### config.mk
export PLATFORM = sky130hd
export DESIGN_NAME = vector_loader
export DESIGN_NICKNAME = d
export VERILOG_FILES = /design/src/rtl/vector_loader.sv
export SDC_FILE = /design/constraint.sdc
export NUM_CORES = 1
export LEC_CHECK = 0
export CAP_MARGIN = 20
export CORE_MARGIN = 3
export CORE_UTILIZATION = 57
export DETAILED_ROUTE_END_ITERATION = 8
export PLACE_DENSITY = 0.88
export SYNTH_ARGS = -nofsm -noshare
export SYNTH_HDL_FRONTEND = slang
export SYNTH_SLANG_ARGS = --single-unit
### constraint.sdc
create_clock -name clk -period 4.7 [get_ports clk]
set_clock_uncertainty 0.2 [all_clocks]
set_input_delay 0.705 -clock clk [delete_from_list [all_inputs] [get_ports clk]]
set_output_delay 0.705 -clock clk [all_outputs]
set_load 0.05 [all_outputs]
### src/rtl/vector_loader.sv
// Loads consecutive vector registers from byte-wide pixel memory, packing four
// pixels little-endian into each 32-bit word written through the WE_V/DirV/DinV port.
module vector_loader #(
  parameter int unsigned ADDR_W = 16,
  parameter int unsigned LAT    = 1
) (
  input  logic              clk,
  input  logic              rst_n,
  input  logic              start,
  input  logic [ADDR_W-1:0] base_addr,
  input  logic [3:0]        dst_reg,
  input  logic [4:0]        num_words,
  output logic              mem_rd,
  output logic [ADDR_W-1:0] mem_addr,
  input  logic [7:0]        mem_data,
  output logic              WE_V,
  output logic [3:0]        DirV,
  output logic [31:0]       DinV,
  output logic              busy,
  output logic              done
);

  // The fetch/capture schedule assumes read data one cycle after the strobe.
  if (LAT != 1) begin : gBadLat
    $error("vector_loader supports LAT == 1 only");
  end

  typedef enum logic [2:0] {StIdle, StFetch, StLast, StWrite, StFin} stateT;

  stateT             stateQ, stateD;
  logic [ADDR_W-1:0] addrQ, addrD;
  logic [1:0]        bQ, bD;
  logic [3:0]        regQ, regD;
  logic [4:0]        remQ, remD;
  logic [31:0]       packQ, packD;
  logic [4:0]        numClamp;

  logic              memRdD, weD, busyD, doneD;
  logic [ADDR_W-1:0] memAddrD;
  logic [3:0]        dirD;
  logic [31:0]       dinD;

  assign numClamp = (num_words > 5'd16) ? 5'd16 : num_words;

  always_comb begin
    stateD   = stateQ;
    addrD    = addrQ;
    bD       = bQ;
    regD     = regQ;
    remD     = remQ;
    packD    = packQ;
    memAddrD = mem_addr;
    dirD     = DirV;
    dinD     = DinV;

    unique case (stateQ)
      StIdle: begin
        if (start) begin
          regD     = dst_reg;
          remD     = numClamp;
          bD       = 2'd0;
          memAddrD = base_addr;
          addrD    = base_addr + ADDR_W'(1);
          stateD   = (numClamp == 5'd0) ? StFin : StFetch;
        end
      end
      StFetch: begin
        // Data arriving now belongs to the byte issued in the previous cycle.
        if (bQ != 2'd0) packD[8*(int'(bQ) - 1) +: 8] = mem_data;
        if (bQ == 2'd3) begin
          stateD = StLast;
        end else begin
          bD       = bQ + 2'd1;
          memAddrD = addrQ;
          addrD    = addrQ + ADDR_W'(1);
        end
      end
      StLast: begin
        packD[31:24] = mem_data;
        dirD         = regQ;
        dinD         = {mem_data, packQ[23:0]};
        stateD       = StWrite;
      end
      StWrite: begin
        regD = regQ + 4'd1;
        remD = remQ - 5'd1;
        if (remQ > 5'd1) begin
          stateD   = StFetch;
          bD       = 2'd0;
          memAddrD = addrQ;
          addrD    = addrQ + ADDR_W'(1);
        end else begin
          stateD = StFin;
        end
      end
      StFin:   stateD = StIdle;
      default: stateD = StIdle;
    endcase

    // Outputs are registered, so decode them from the state being entered.
    memRdD = (stateD == StFetch);
    weD    = (stateD == StWrite);
    doneD  = (stateD == StFin);
    busyD  = (stateD != StIdle);
  end

  always_ff @(posedge clk or negedge rst_n) begin
    if (!rst_n) begin
      stateQ   <= StIdle;
      addrQ    <= '0;
      bQ       <= '0;
      regQ     <= '0;
      remQ     <= '0;
      packQ    <= '0;
      mem_rd   <= 1'b0;
      mem_addr <= '0;
      WE_V     <= 1'b0;
      DirV     <= '0;
      DinV     <= '0;
      busy     <= 1'b0;
      done     <= 1'b0;
    end else begin
      stateQ   <= stateD;
      addrQ    <= addrD;
      bQ       <= bD;
      regQ     <= regD;
      remQ     <= remD;
      packQ    <= packD;
      mem_rd   <= memRdD;
      mem_addr <= memAddrD;
      WE_V     <= weD;
      DirV     <= dirD;
      DinV     <= dinD;
      busy     <= busyD;
      done     <= doneD;
    end
  end

endmodule
==> results of run 1 <==
power groups by stage:
stage	clock network, W	registers, W	logic [W]
5_1_grt	0.000582	0.00169	0.00279
4_1_cts	0.000550	0.00163	0.00259
3_3_place_gp	0	0.00163	0.00249
3_5_place_dp	0	0.00165	0.00258
6_report	0.000539	0.00164	0.00259
2_1_floorplan	0	0.00229	0.00118
layout make-up:
class / count / area, sq um
clock buffer: 10 / 128
clock inverter: 6 / 51.3
fill: 630 / 2440
inverter: 7 / 26.3
multi-input combinational: 321 / 2270
sequential: 110 / 2750
tap: 108 / 135
timing repair buffer: 95 / 958
final timing paths:
path	slack (ns)	endpoint
worst min register to register	0.31	packQ[12]$_DFFE_PN0P_
worst min-delay path	0.003	DinV[20]$_DFFE_PN0N_
worst max-delay path	1.31	addrQ[12]$_DFFE_PN0P_
max in group asynchronous	3.66	addrQ[6]$_DFFE_PN0P_
worst max register to register	1.31	addrQ[12]$_DFFE_PN0P_
min in group clk	0.31	packQ[12]$_DFFE_PN0P_
registers in the layout, indices dropped and copies added, names as in the netlist, 2 cells and up:
signal and count:
mem_addr 16, packQ 24, DinV 32, bQ 2, stateQ 3, regQ 4, DirV 4, remQ 5
addrQ 16
critical path: cells and delay by family (launching register included):
kind / cells / cell delay, ns
AOI/OAI and AO/OA: 3 / 0.69
adders and majority gates: 1 / 0.26
DFF: 1 / 0.61
and+or+nand+nor: 4 / 1.56
logic make-up after synthesis:
group | synth area share [%]
compound gates | 17.5
fa+ha+maj | 2.43
flops | 53.4
simple gates | 13.5
buf+inv | 2.69
mux | 10.2
xor+xnor | 0.340
routing by layer:
| metal | global-route usage, % | part of all wire [%] |
|---|---|---|
| met2 | 38.9 | 50 |
| met4 | 7.87 | 1.8 |
| met3 | 3.32 | 6.1 |
| met5 | 0 | 0 |
| met1 | 31.6 | 42 |
cell usage in the layout (no fill, tap or decap), types with 3 or more instances in the layout:
master	Yosys	routed
a211oi_1	4	4
a21oi_1	28	28
a22o_1	25	25
a31oi_1	15	15
and2_1	5	5
and4b_1	3	3
buf_4	1	4
clkbuf_8	0	9
clkdlybuf4s50_1	0	90
dfrtp_1	110	110
ha_1	10	10
inv_1	7	7
inv_6	0	3
mux2_2	37	37
mux2i_1	11	11
nand2_1	53	53
nand2b_1	4	4
nand3_1	9	9
nor2_1	30	29
nor3_1	4	4
o211ai_1	3	3
o21a_1	4	4
o21ai_0	19	19
o32ai_1	3	3
or4_1	5	5
metrics by stage:
stage | worst slack, ns | total power, W | cell area [sq um] | utilization (%) | hold WS (ns)
floorplan | 1.80 | 0.00347 | 5150 | - | 0.209
global placement | 1.24 | 0.00412 | 6120 | 69.8 | 0.269
detailed placement | 1.17 | 0.00423 | 6120 | 69.8 | 0.285
CTS | 1.35 | 0.00477 | 6290 | 71.8 | 0.312
global route | 1.10 | 0.00505 | 6320 | 72.1 | 0.00405
finish | 1.31 | 0.00476 | 6320 | 72.1 | 0.00311
==> out/metrics.yaml, run 1 <==
run_status:
  status: "finished clean"
power:
  max-vdd-ir-drop_v: 0.000401
  combPwrFrac_pct: 54.3
  sw_frac_of_total_pct: 47.6
  power.density_mw_per_mm2: 754
  p_clk_share_pct: 11.3
  p_sw_w: 0.00227
  seq_power_share_pct: 34.4
  intPower_w: 0.00249
  p_leak_nw: 2.76
global_routing:
  grt_pass1_wl_microns: 19100
  grt_pass1_vias: 3885
  overflow: 0
  antenna_found_initial: 0
  track_usage_pct: 23.4
  grt_max_degree: 87
floorplan:
  die_x_microns: 101
  dieArea_sq_mm: 0.0102
  io_pins: 92
  initial_utilization_pct: 58.8
  core_sq_mm: 0.00876
  fp.dieH_microns: 101
  rows: 34
synthesis:
  yosysUniqueCellTypes: 64
  synth_most_common_cell: "dfrtp_1"
  synthFlopType: "dfrtp_1"
  yosysWarnings: 0
  async_flop_share_pct: 100
  syn_nets: 508
  synth_area_sq_mm: 0.00515
  yosysTopAreaCellShare_pct: 53.4
  ys_ff_latch: 110
  avgSynthCellArea_sq_um: 11.2
  synth_largest_area_cell: "dfrtp_1"
  syn_inst: 462
  synth_area_leaders: "dfrtp_1 53%, mux2_2 8.1%, a22o_1 4.2%, nand2_1 3.9%, a21oi_1 2.7%"
  synth_common_cells: "110 x dfrtp_1, 53 x nand2_1, 37 x mux2_2, 30 x nor2_1, 28 x a21oi_1"
  synth-edff-count: 0
  ys_seq_area_share_pct: 53.4
sta:
  worst_pin_slew_ns: 1.07
  fin_crit_ns: 3.39
  finalSetupViolCount: 0
  rsz0062_at_grt: "no"
  relSlewSlack_pct: 28.5
  finalSetupTns_ns: 0
  finalCritPeriodShare_pct: 72.0
  maxSlewViolCount: 0
  max_freq_mhz: 295
  hold_violations: 0
setup_path:
  r2r_cells: 8
  cp-startpoint: "stateQ[2]$_DFF_PN0_"
  slowest_stage: "nand2b_1"
  slowest_delay_ns: 0.79
  critPathArrivalTime_ns: 3.48
  crit_required_ns: 4.80
  cp_cell_sequence: "nand2b_1, nand2_1, nand2_1, ha_1, o211ai_1, or3_1, a221oi_1, a2bb2oi_1"
  crit_path_frequent_cell: "nand2_1"
  crit_type: "reg2reg"
  critPathLaunchType: "flip-flop"
  reg2reg_from: "stateQ[2]$_DFF_PN0_"
  end_kind: "flip-flop"
  cp_max_fo: 21
place:
  placed_cells: 640
  hpwlAfterDp_microns: 8270
  routabilityCongestion: 0.900
  port_buffers: 91
clock_tree:
  cts_hold_buf: 0
  clockRootBuffer: "clkbuf_8"
  cts_resized: 0
  post_cts_buffers: 0
  clk_pin_slew_ns: 0.11
  cts_buffers: 9
  cts_tree: "yes"
  insertion_delay_ns: 0.37
  h-tree-depth: 3
  clock-sinks: 110
  clock_path_buffers: 2
drt:
  drc: 0
  num_vias: 4075
  drt_iter0_markers: 261
  ant_nets: 0
  wire_per_inst_microns: 17.9
  dr.pass1.iters: 6
  vias_per_cell: 6.20
  wl_microns: 11800
worst_hold_path:
  hold_path.class: "in2async"
final_layout:
  areaGrowthSynthToFinish_pct: 22.6
  n_antenna_cell: 0
  stdcell_count: 657
  nets: 590
  layout-drive-gt1-share_pct: 12.9
flow_run:
  drv_cap: 0
No activity file was read; power rests on OpenSTA's default activity.
==> inputs of run 2 (changes only) <==
- CORE_UTILIZATION: 57 -> 53
- PLACE_DENSITY: 0.88 -> 0.82
- clock period: 4.7 -> 3.3 ns (I/O delays scaled with it)
==> run 2 against run 1 <==
Compared with the run above:
- global-route usage shrank 1.0 points
- critical path type unchanged
- clock-buffer cell count is the same
- core utilization shrank 2.8 points
- flip-flop and latch count is the same
==> out/metrics.yaml, run 2 (synthesized netlist as in run 1, its figures left out) <==
place:
  routabilityCongestion: 0.897  # -0.39%
  hpwlAfterDp_microns: 8550  # +3.4%
  pre_cts_slack_ns: 0.431  # -0.744 ns
  port_buffers: 91  # unchanged
power:
  seq_power_share_pct: 33.3  # -1.1 points
  max-vdd-ir-drop_v: 0.000583  # +46%
  p_sw_w: 0.00329  # +45%
  sw_frac_of_total_pct: 46.9  # -0.74 points
  power.density_mw_per_mm2: 1080  # +44%
  combPwrFrac_pct: 54.4  # about the same
  p_clk_share_pct: 12.4  # +1.1 points
  p_leak_nw: 2.82  # +2.3%
  intPower_w: 0.00372  # +49%
clock_tree:
  cts_resized: 0  # unchanged
  clock_path_buffers: 2  # unchanged
  clock-sinks: 110  # unchanged
  post_cts_buffers: 0  # unchanged
  cts_buffers: 9  # unchanged
  clockRootBuffer: "clkbuf_8"
  h-tree-depth: 3  # unchanged
  cts_tree: "yes"
  insertion_delay_ns: 0.37  # about the same
  clk_pin_slew_ns: 0.11  # about the same
sta:
  finalCritPeriodShare_pct: 83.8  # +12 points
  max_freq_mhz: 362  # +22%
  finalSetupTns_ns: 0  # unchanged
  worst_pin_slew_ns: 0.595  # -0.474 ns
  rsz0062_at_grt: "no"
  layout_setup_ws_ns: 0.535  # -0.779 ns
  fin_crit_ns: 2.76  # -0.621 ns
  maxSlewViolCount: 0  # unchanged
  relSlewSlack_pct: 60.2  # +32 points
  finalSetupViolCount: 0  # unchanged
  hold_violations: 0  # unchanged
final_layout:
  multiInputGateArea_sq_mm: 0.00227  # unchanged
  nets: 601  # +1.9%
  reg.largest.list: "DinV x32, packQ x24"
  areaGrowthSynthToFinish_pct: 25.4
  largest_register: "DinV"
  layout_common_cells: "110 x dfrtp_1, 90 x clkdlybuf4s50_1, 53 x nand2_1"
  layout_commonest_cell: "dfrtp_1"
  register_area_sq_mm: 0.00275  # unchanged
  n_antenna_cell: 0  # unchanged
  largest_reg_flops: 32  # unchanged
  num-fill-cells: 731  # +16%
  layout-drive-gt1-share_pct: 14.6  # +1.7 points
drt:
  num_vias: 4149  # +1.8%
  vias_per_cell: 6.02  # -2.9%
  wire_per_inst_microns: 17.8  # -0.79%
  drt_iter0_markers: 288  # +10%
  ant_nets: 0  # unchanged
  dr.pass1.iters: 5  # -1
  drc: 0  # unchanged
  wl_microns: 12300  # +4.0%
setup_path:
  critPathTopFamily: "flip-flops"
  rr_endpoint: "addrQ[15]$_DFFE_PN0P_"
  critPathLaunchType: "flip-flop"
  slowest_stage: "dfrtp_1"
  endpoint: "addrQ[15]$_DFFE_PN0P_"
  cp-startpoint: "stateQ[2]$_DFF_PN0_"
  crit_required_ns: 3.37  # -1.43 ns
  cp_num_buf_inv: 1  # +1
  r2r_cells: 7  # -1
  cp_max_fo: 21  # unchanged
  reg2reg_from: "stateQ[2]$_DFF_PN0_"
  r2r_slack_ns: 0.54  # -0.78 ns
  crit_type: "reg2reg"
  crit_cells: 7  # -1
  end_kind: "flip-flop"
  slowest_delay_ns: 0.63  # -0.16 ns
  critPathArrivalTime_ns: 2.84  # -0.64 ns
  cp_cell_sequence: "nand2b_1, buf_4, mux2i_1, a211oi_2, nand2_1, o21ai_1, a2111oi_2"
floorplan:
  rows: 35  # +2.9%
  die_x_microns: 105  # +3.5%
  fp.dieH_microns: 105  # +3.5%
  dieArea_sq_mm: 0.0109  # +7.1%
  initial_utilization_pct: 55.3  # -3.6 points
  core_sq_mm: 0.00933  # +6.4%
  io_pins: 92  # unchanged
global_routing:
  grt_max_degree: 71  # -18%
  overflow: 0  # unchanged
  grt_pass1_wl_microns: 20200  # +5.8%
  antenna_found_initial: 0  # unchanged
  grt_pass1_vias: 4065  # +4.6%
  track_usage_pct: 22.3  # -1.0 points
worst_hold_path:
  min_from: "regQ[3]$_DFFE_PN0P_"
  hold_path.class: "reg2reg"
flow_run:
  drv_cap: 0  # unchanged
run_status:
  status: "finished clean"
-- run 2: how the worst min path moves through the flow --
stage,slack (ns),end,depth (start not counted)
floorplan,-0.0006,DinV[0]$_DFFE_PN0N_,0
global placement,0.27,regQ[3]$_DFFE_PN0P_,1
detailed placement,0.27,mem_addr[5]$_DFFE_PN0P_,2
CTS,0.29,regQ[3]$_DFFE_PN0P_,1
global route,0.32,regQ[3]$_DFFE_PN0P_,1
finish,0.29,regQ[3]$_DFFE_PN0P_,1
-- run 2: cell type report --
cell class | instances | share of cell area (%)
sequential | 110 | 42.6
multi-input combinational | 321 | 35.1
timing repair buffer | 106 | 16.0
tap | 129 | 2.50
clock buffer | 10 | 2.13
clock inverter | 6 | 1.24
inverter | 7 | 0.406
-- run 2: metal layers --
| metal | routed length [microns] | GRT usage (%) | vias to the layer above |
|---|---|---|---|
| met2 | 6050 | 37.4 | 152 |
| met3 | 674 | 3.34 | 21 |
| li1 | - | - | 1892 |
| met4 | 193 | 7.12 | 0 |
| met5 | 0 | 0 | - |
| met1 | 5340 | 30.2 | 2084 |
-- run 2: power by group through the flow --
| stage | clock network [W] | logic (W) | registers, W |
|---|---|---|---|
| global placement | 0 | 0.00369 | 0.00231 |
| global route | 0.000928 | 0.00408 | 0.00240 |
| CTS | 0.000880 | 0.00381 | 0.00233 |
| finish | 0.000867 | 0.00381 | 0.00233 |
| floorplan | 0 | 0.00168 | 0.00326 |
| detailed placement | 0 | 0.00379 | 0.00235 |
-- run 2: repair_timing --
item	CTS	global route
hold endpoints to repair	40	0
hold buffers	1	0
setup endpoints to repair	0	0
-- run 2: stage by stage --
| stage | hold slack [ns] | total power, W | cells | area, sq um | utilization, % |
|---|---|---|---|---|---|
| 2_1_floorplan | -0.000591 | 0.00494 | 462 | 5150 | - |
| 3_3_place_gp | 0.268 | 0.00600 | 672 | 6240 | 66.9 |
| 3_5_place_dp | 0.273 | 0.00614 | 672 | 6240 | 66.9 |
| 4_1_cts | 0.290 | 0.00702 | 689 | 6460 | 69.3 |
| 5_1_grt | 0.323 | 0.00741 | 689 | 6460 | 69.3 |
| 6_report | 0.294 | 0.00700 | 689 | 6460 | 69.3 |
==> inputs of run 3 (changes only) <==
- clock period: 3.3 -> 2.8 ns (I/O delays scaled with it)
==> run 3 against run 2 <==
Compared with the run above:
- largest cell class unchanged
- power grew 18%
- sequential share of layout area shrank 0.60 points
- first-iteration DRC count shrank 40%
- register-to-register slack lost 0.35 ns
- core utilization grew 0.99 points
- flip-flop and latch count is the same
- largest power group unchanged
- critical path depth is the same
- via count is essentially flat
==> out/metrics.yaml, run 3 (synthesized netlist as in run 1, its figures left out) <==
floorplan:
  die_x_microns: 105  # unchanged
  core_sq_mm: 0.00933  # unchanged
  rows: 35  # unchanged
  dieArea_sq_mm: 0.0109  # unchanged
  initial_utilization_pct: 55.3  # unchanged
  fp.dieH_microns: 105  # unchanged
  io_pins: 92  # unchanged
global_routing:
  grt_pass1_wl_microns: 20300  # +0.52%
  grt_pass1_vias: 4152  # +2.1%
  overflow: 0  # unchanged
  antenna_found_initial: 0  # unchanged
  grt_max_degree: 48  # -32%
  track_usage_pct: 22.4  # +0.052 points
power:
  p_leak_nw: 2.87  # +1.9%
  p_clk_share_pct: 11.4  # -1.0 points
  sw_frac_of_total_pct: 47.1  # +0.20 points
  max-vdd-ir-drop_v: 0.000792  # +36%
  combPwrFrac_pct: 55.4  # +1.0 points
  p_sw_w: 0.00388  # +18%
  seq_power_share_pct: 33.1  # -0.2 points
  power_w: 0.00825  # +18%
  intPower_w: 0.00436  # +17%
  power.density_mw_per_mm2: 1260  # +16%
final_layout:
  areaGrowthSynthToFinish_pct: 27.2
  layout-drive-gt1-share_pct: 16.8  # +2.1 points
  num-fill-cells: 719  # -1.6%
  largest_register: "DinV"
  reg.largest.list: "DinV x32, packQ x24"
  n_antenna_cell: 0  # unchanged
  nets: 613  # +2.0%
  largest_reg_flops: 32  # unchanged
  layout_common_cells: "110 x dfrtp_1, 90 x clkdlybuf4s50_1, 53 x nand2_1"
  layout_commonest_cell: "dfrtp_1"
drt:
  wl_microns: 12000  # -2.3%
  num_vias: 4148  # -0.024%
  drc: 0  # unchanged
  vias_per_cell: 5.92  # -1.7%
  wire_per_inst_microns: 17.1  # -4.0%
  ant_nets: 0  # unchanged
  dr.pass1.iters: 6  # +1
  drt_iter0_markers: 173  # -40%
clock_tree:
  cts_buffers: 9  # unchanged
  clk_pin_slew_ns: 0.11  # about the same
  clock_path_buffers: 2  # unchanged
  clockRootBuffer: "clkbuf_8"
  h-tree-depth: 3  # unchanged
  clock-sinks: 110  # unchanged
  cts_tree: "yes"
  insertion_delay_ns: 0.37  # about the same
setup_path:
  crit_required_ns: 2.87  # -0.50 ns
  cp_cell_sequence: "nand2b_2, buf_4, mux2i_2, a211o_4, a2111oi_1, a21oi_1, o21a_1"
  r2r_slack_ns: 0.19  # -0.35 ns
  critPathArrivalTime_ns: 2.69  # -0.15 ns
  slowest_stage: "a2111oi_1"
  slowest_delay_ns: 0.51  # -0.12 ns
  cp_max_fo: 10  # -52%
  crit_type: "reg2reg"
  critPathLaunchType: "flip-flop"
  r2r_cells: 7  # unchanged
  end_kind: "flip-flop"
flow_run:
  drv_cap: 0  # unchanged
sta:
  maxSlewViolCount: 0  # unchanged
  finalSetupViolCount: 0  # unchanged
  rsz0062_at_grt: "no"
  relSlewSlack_pct: 58.8  # -1.4 points
  finalCritPeriodShare_pct: 93.3  # +9.6 points
  hold_violations: 0  # unchanged
  finalSetupTns_ns: 0  # unchanged
  fin_crit_ns: 2.61  # -0.151 ns
  worst_pin_slew_ns: 0.616  # +0.0206 ns
  fin_hold_ws_ns: 0.292  # -0.00225 ns
  max_freq_mhz: 383  # +5.8%
place:
  hpwlAfterDp_microns: 8700  # +1.8%
  port_buffers: 91  # unchanged
  routabilityCongestion: 0.897  # about the same
run_status:
  status: "finished clean"
worst_hold_path:
  hold_path.class: "reg2reg"
  hold_depth: 1  # unchanged
## run 3: per-layer routing
layer  vias up  track usage [%]  part of all wire [%]  wire length [microns]
met4         0             7.50                   1.8                    214
li1       1918                -                     -                      -
met3        21             3.95                   6.0                    719
met5         -                0                     0                      0
met1      2040             29.9                    43                   5100
met2       169             37.1                    50                   5940
## run 3: cell type report
type	count	area, sq um	share of cell area, %
well taps	129	161	2.46
inverters	7	26.3	0.401
clock buffers	9	124	1.89
flip-flops and latches	110	2750	42.0
clock inverters	7	75.1	1.14
multi-input cells	322	2290	34.9
repair buffers	117	1130	17.2
## run 3: stage by stage
stage | instance area [sq um] | std cells | setup WS (ns) | util, %
finish | 6560 | 701 | 0.186 | 70.3
global route | 6560 | 701 | 0.0314 | 70.3
CTS | 6530 | 698 | 0.000620 | 70.0
detailed placement | 6320 | 681 | -0.0414 | 67.7
global placement | 6320 | 681 | 0.107 | 67.7
floorplan | 5160 | 462 | 0.0208 | -
## run 3: timing repair
action | 4_1_cts | 5_1_grt
hold buffers | 1 | 0
gates resized for setup | 0 | 3
endpoints found under the setup margin | 0 | 3
buffers inserted | 0 | 2
hold endpoints to repair | 45 | 0
## run 3: worst paths after layout
| path | start | endpoint |
|---|---|---|
| setup / recovery | stateQ[2]$_DFF_PN0_ | addrQ[13]$_DFFE_PN0P_ |
| hold / removal | regQ[3]$_DFFE_PN0P_ | regQ[3]$_DFFE_PN0P_ |
| setup reg to reg | stateQ[2]$_DFF_PN0_ | addrQ[13]$_DFFE_PN0P_ |
| hold reg to reg | regQ[3]$_DFFE_PN0P_ | regQ[3]$_DFFE_PN0P_ |
| max in group asynchronous | rst_n | addrQ[2]$_DFFE_PN0P_ |
| min in group asynchronous | rst_n | DinV[28]$_DFFE_PN0N_ |
## run 3: critical path: cells and delay by family (launching register included)
family          cells  cell delay (ns)
flops               1             0.47
buf+inv             1             0.22
simple gates        1             0.29
compound gates      4             1.13
mux                 1             0.21
## run 3: power by group through the flow
stage          logic, W  clock network, W  registers, W
6_report        0.00457          0.000943       0.00273
4_1_cts         0.00454          0.000970       0.00272
3_3_place_gp    0.00442                 0       0.00271
2_1_floorplan   0.00198                 0       0.00384
5_1_grt         0.00493           0.00104       0.00283
3_5_place_dp    0.00452                 0       0.00276
==> RTL edit: new RTL, flow settings as in run 2 <==
Add an input register stage for `num_words`, cleared by the reset; this delays it by one clock. The other inputs are not delayed to match.
--- a/src/rtl/vector_loader.sv
+++ b/src/rtl/vector_loader.sv
@@ -20,6 +20,16 @@
   output logic              done
 );
 
+  logic [4:0] num_words_q;
+
+  always_ff @(posedge clk or negedge rst_n) begin
+    if (!rst_n) begin
+      num_words_q <= '0;
+    end else begin
+      num_words_q <= num_words;
+    end
+  end
+
   // The fetch/capture schedule assumes read data one cycle after the strobe.
   if (LAT != 1) begin : gBadLat
     $error("vector_loader supports LAT == 1 only");
@@ -40,7 +50,7 @@
   logic [3:0]        dirD;
   logic [31:0]       dinD;
 
-  assign numClamp = (num_words > 5'd16) ? 5'd16 : num_words;
+  assign numClamp = (num_words_q > 5'd16) ? 5'd16 : num_words_q;
 
   always_comb begin
     stateD   = stateQ;
Behaviour: not the same (a bounded check fails within 4 cycles, from zero or initial values and one cycle with rst_n low).
==> RTL edit against run 2 <==
Sequential cell count rose by 5. First-iteration DRC count fell by 15%. Core utilization rose by 2.3 points. Largest power group unchanged. Routed wire length rose by 3.1%. Sequential power rose by 6%. Critical path type unchanged. Synthesized area rose by 5.8%. Final area rose by 9.7%. Setup slack got worse by 0.092 ns. Power rose by 16%.
==> RTL edit: results (changes against run 2) <==
Run status
  • Outcome: finished, final reports clean

Clock network
  • Post-CTS setup repair buffer count: 0 (unchanged)
  • Root Buffer: clkbuf_8
  • CTS max path bufs: 2 (unchanged)
  • Clock transition at path regs: 0.06 ns (-0.05 ns)
  • CTS H-tree lvls: 4 (+1)
  • Clk Latency, worst-skew pair: 0.52 ns (+0.15 ns)
  • CTS Buf Count: 17 (+8)

Route
  • Vias/cell: 5.80 (-3.7%)
  • First DRT Iteration DRCs: 244 (-15%)
  • Detailed-router iteration count before antenna repair: 4 (-1)
  • DR DRC count: 0 (unchanged)
  • Detailed Route WL: 12.6 mm (+3.1%)

Setup path
  • Slowest-stage cell, CP: dfrtp_1
  • WP data arrival: 3.08 ns (+0.24 ns)
  • Highest cell delay on the worst timing path: 0.54 ns (-0.09 ns)
  • Crit-path leading delay family: simple AND/OR/NAND/NOR gates
  • Crit Path Max Fanout: 10 (-52%)

Synthesis
  • Ranking of synthesized cells by area: dfrtp_1 (53%), mux2_2 (8.9%), a22o_1 (3.9%)
  • Net Count, Synth: 530 (+4.3%)
  • Top cells by count, synth: dfrtp_1 (115), nand2_1 (51), nor2_1 (45), mux2_2 (43), a21oi_1 (28)
  • Sequential share of the synthesized area: 52.8% (-0.63 points)
  • Synth warnings: 0 (unchanged)
  • Async SR Flop Fraction: 100% (unchanged)
  • Synth cell types: 62 (-3.1%)
  • Post-synth top flop: dfrtp_1

Global route
  • Largest net degree at the start of global routing: 61 (-14%)
  • Vias in the first global route: 4367 (+7.4%)
  • First-pass GRT wire length: 21.3 mm (+5.9%)
  • Antenna violations before repair: 0 (unchanged)
  • GRT Util Overall: 23.5% (+1.2 points)
  • GRT Residual Overflow: 0 (unchanged)

Placed design
  • Port bufs: 91 (unchanged)
  • GP Congestion: 0.855 (-4.6%)
  • Post-detailed-placement half-perimeter wirelength: 8.47 mm (-0.92%)

Power and ir drop
  • Maximum VDD drop: 0.722 mV (+24%)
  • P_leak: 3.06 nW (+8.6%)
  • P_int: 4.62 mW (+24%)

Finish
  • N_diodes: 0 (unchanged)
  • Largest registers: DinV (32), packQ (24)
  • Final nets: 629 (+4.7%)
  • Share of layout cells above drive strength 1: 17.8% (+3.1 points)

Timing
  • Max_slew headroom: 48.8% (-11 points)

Hold path
  • Min-Delay Path Class: in -> reg
RTL edit: cell types whose count changed in the layout (fill, tap and decap cells not counted), moves of 5 or more:
cell / delta
clkbuf_16: +16
nor2_1: +15
clkbuf_8: -8
a31oi_1: -7
mux2_2: +6
dfrtp_1: +5
o21ai_0: -5
RTL edit: layout make-up:
| type | instances | area, um2 |
|---|---|---|
| Clock buffer | 20 | 435 |
| Fill cell | 670 | 2820 |
| Timing Repair Buffer | 104 | 1020 |
| Sequential cell | 115 | 2880 |
| Multi-Input combinational cell | 335 | 2420 |
| Inverter | 10 | 37.5 |
| Tap cell | 133 | 166 |
| Clock inverter | 12 | 131 |
RTL edit: cells by family (layout without fill, tap and decap cells):
logic type,after synthesis,in the layout,share of synthesized area (%)
AO/OA/AOI/OAI,112,112,14.5
buffers and inverters,34,146,3.21
multiplexers,59,59,12.3
XOR/XNOR,1,1,0.161
adder cells (fa/ha/maj),10,10,2.29
AND/OR/NAND/NOR,153,153,14.8
flip-flops,115,115,52.8
RTL edit: worst paths after layout:
kind / start / end / slack (ns) / cells after the start
worst max-delay path: stateQ[0] / addrQ[14] / 0.44 / 8
worst min-delay path: num_words[2] / num_words_q[2] / 0.21 / 1
worst max register to register: stateQ[0] / addrQ[14] / 0.44 / 8
worst min register to register: regQ[3] / regQ[3] / 0.29 / 1
max in group asynchronous: rst_n / DinV[16] / 1.93 / 3
min in group asynchronous: rst_n / mem_addr[6] / 0.45 / 3
RTL edit: power by group through the flow:
stage | registers (mW) | logic, mW | clock network [mW]
detailed placement | 2.46 | 3.88 | 0
CTS | 2.46 | 3.91 | 1.76
finish | 2.46 | 3.92 | 1.74
global route | 2.54 | 4.24 | 1.83
global placement | 2.43 | 3.78 | 0
floorplan | 3.34 | 1.86 | 0
RTL edit: through the flow:
stage / instance area [um2] / total power [mW] / cells / hold slack (ns) / setup slack, ns
6_report: 7090 / 8.13 / 729 / 0.212 / 0.443
5_1_grt: 7090 / 8.62 / 729 / 0.200 / 0.233
4_1_cts: 7080 / 8.13 / 728 / 0.198 / 0.482
3_5_place_dp: 6510 / 6.34 / 695 / 0.280 / 0.382
3_3_place_gp: 6510 / 6.21 / 695 / 0.252 / 0.490
2_1_floorplan: 5450 / 5.20 / 484 / -0.000591 / 0.113
RTL edit: per-layer routing:
layer | global-route usage, % | up-vias | wire length, um
li1 | - | 1959 | -
met1 | 31.7 | 2086 | 5520
met4 | 9.74 | 0 | 236
met3 | 6.48 | 22 | 858
met2 | 36.1 | 160 | 6030
met5 | 0 | - | 0
RTL edit: timing repair:
action	CTS	global route
hold buffers	1	0
hold endpoints to repair	115	0
resized for setup	0	0
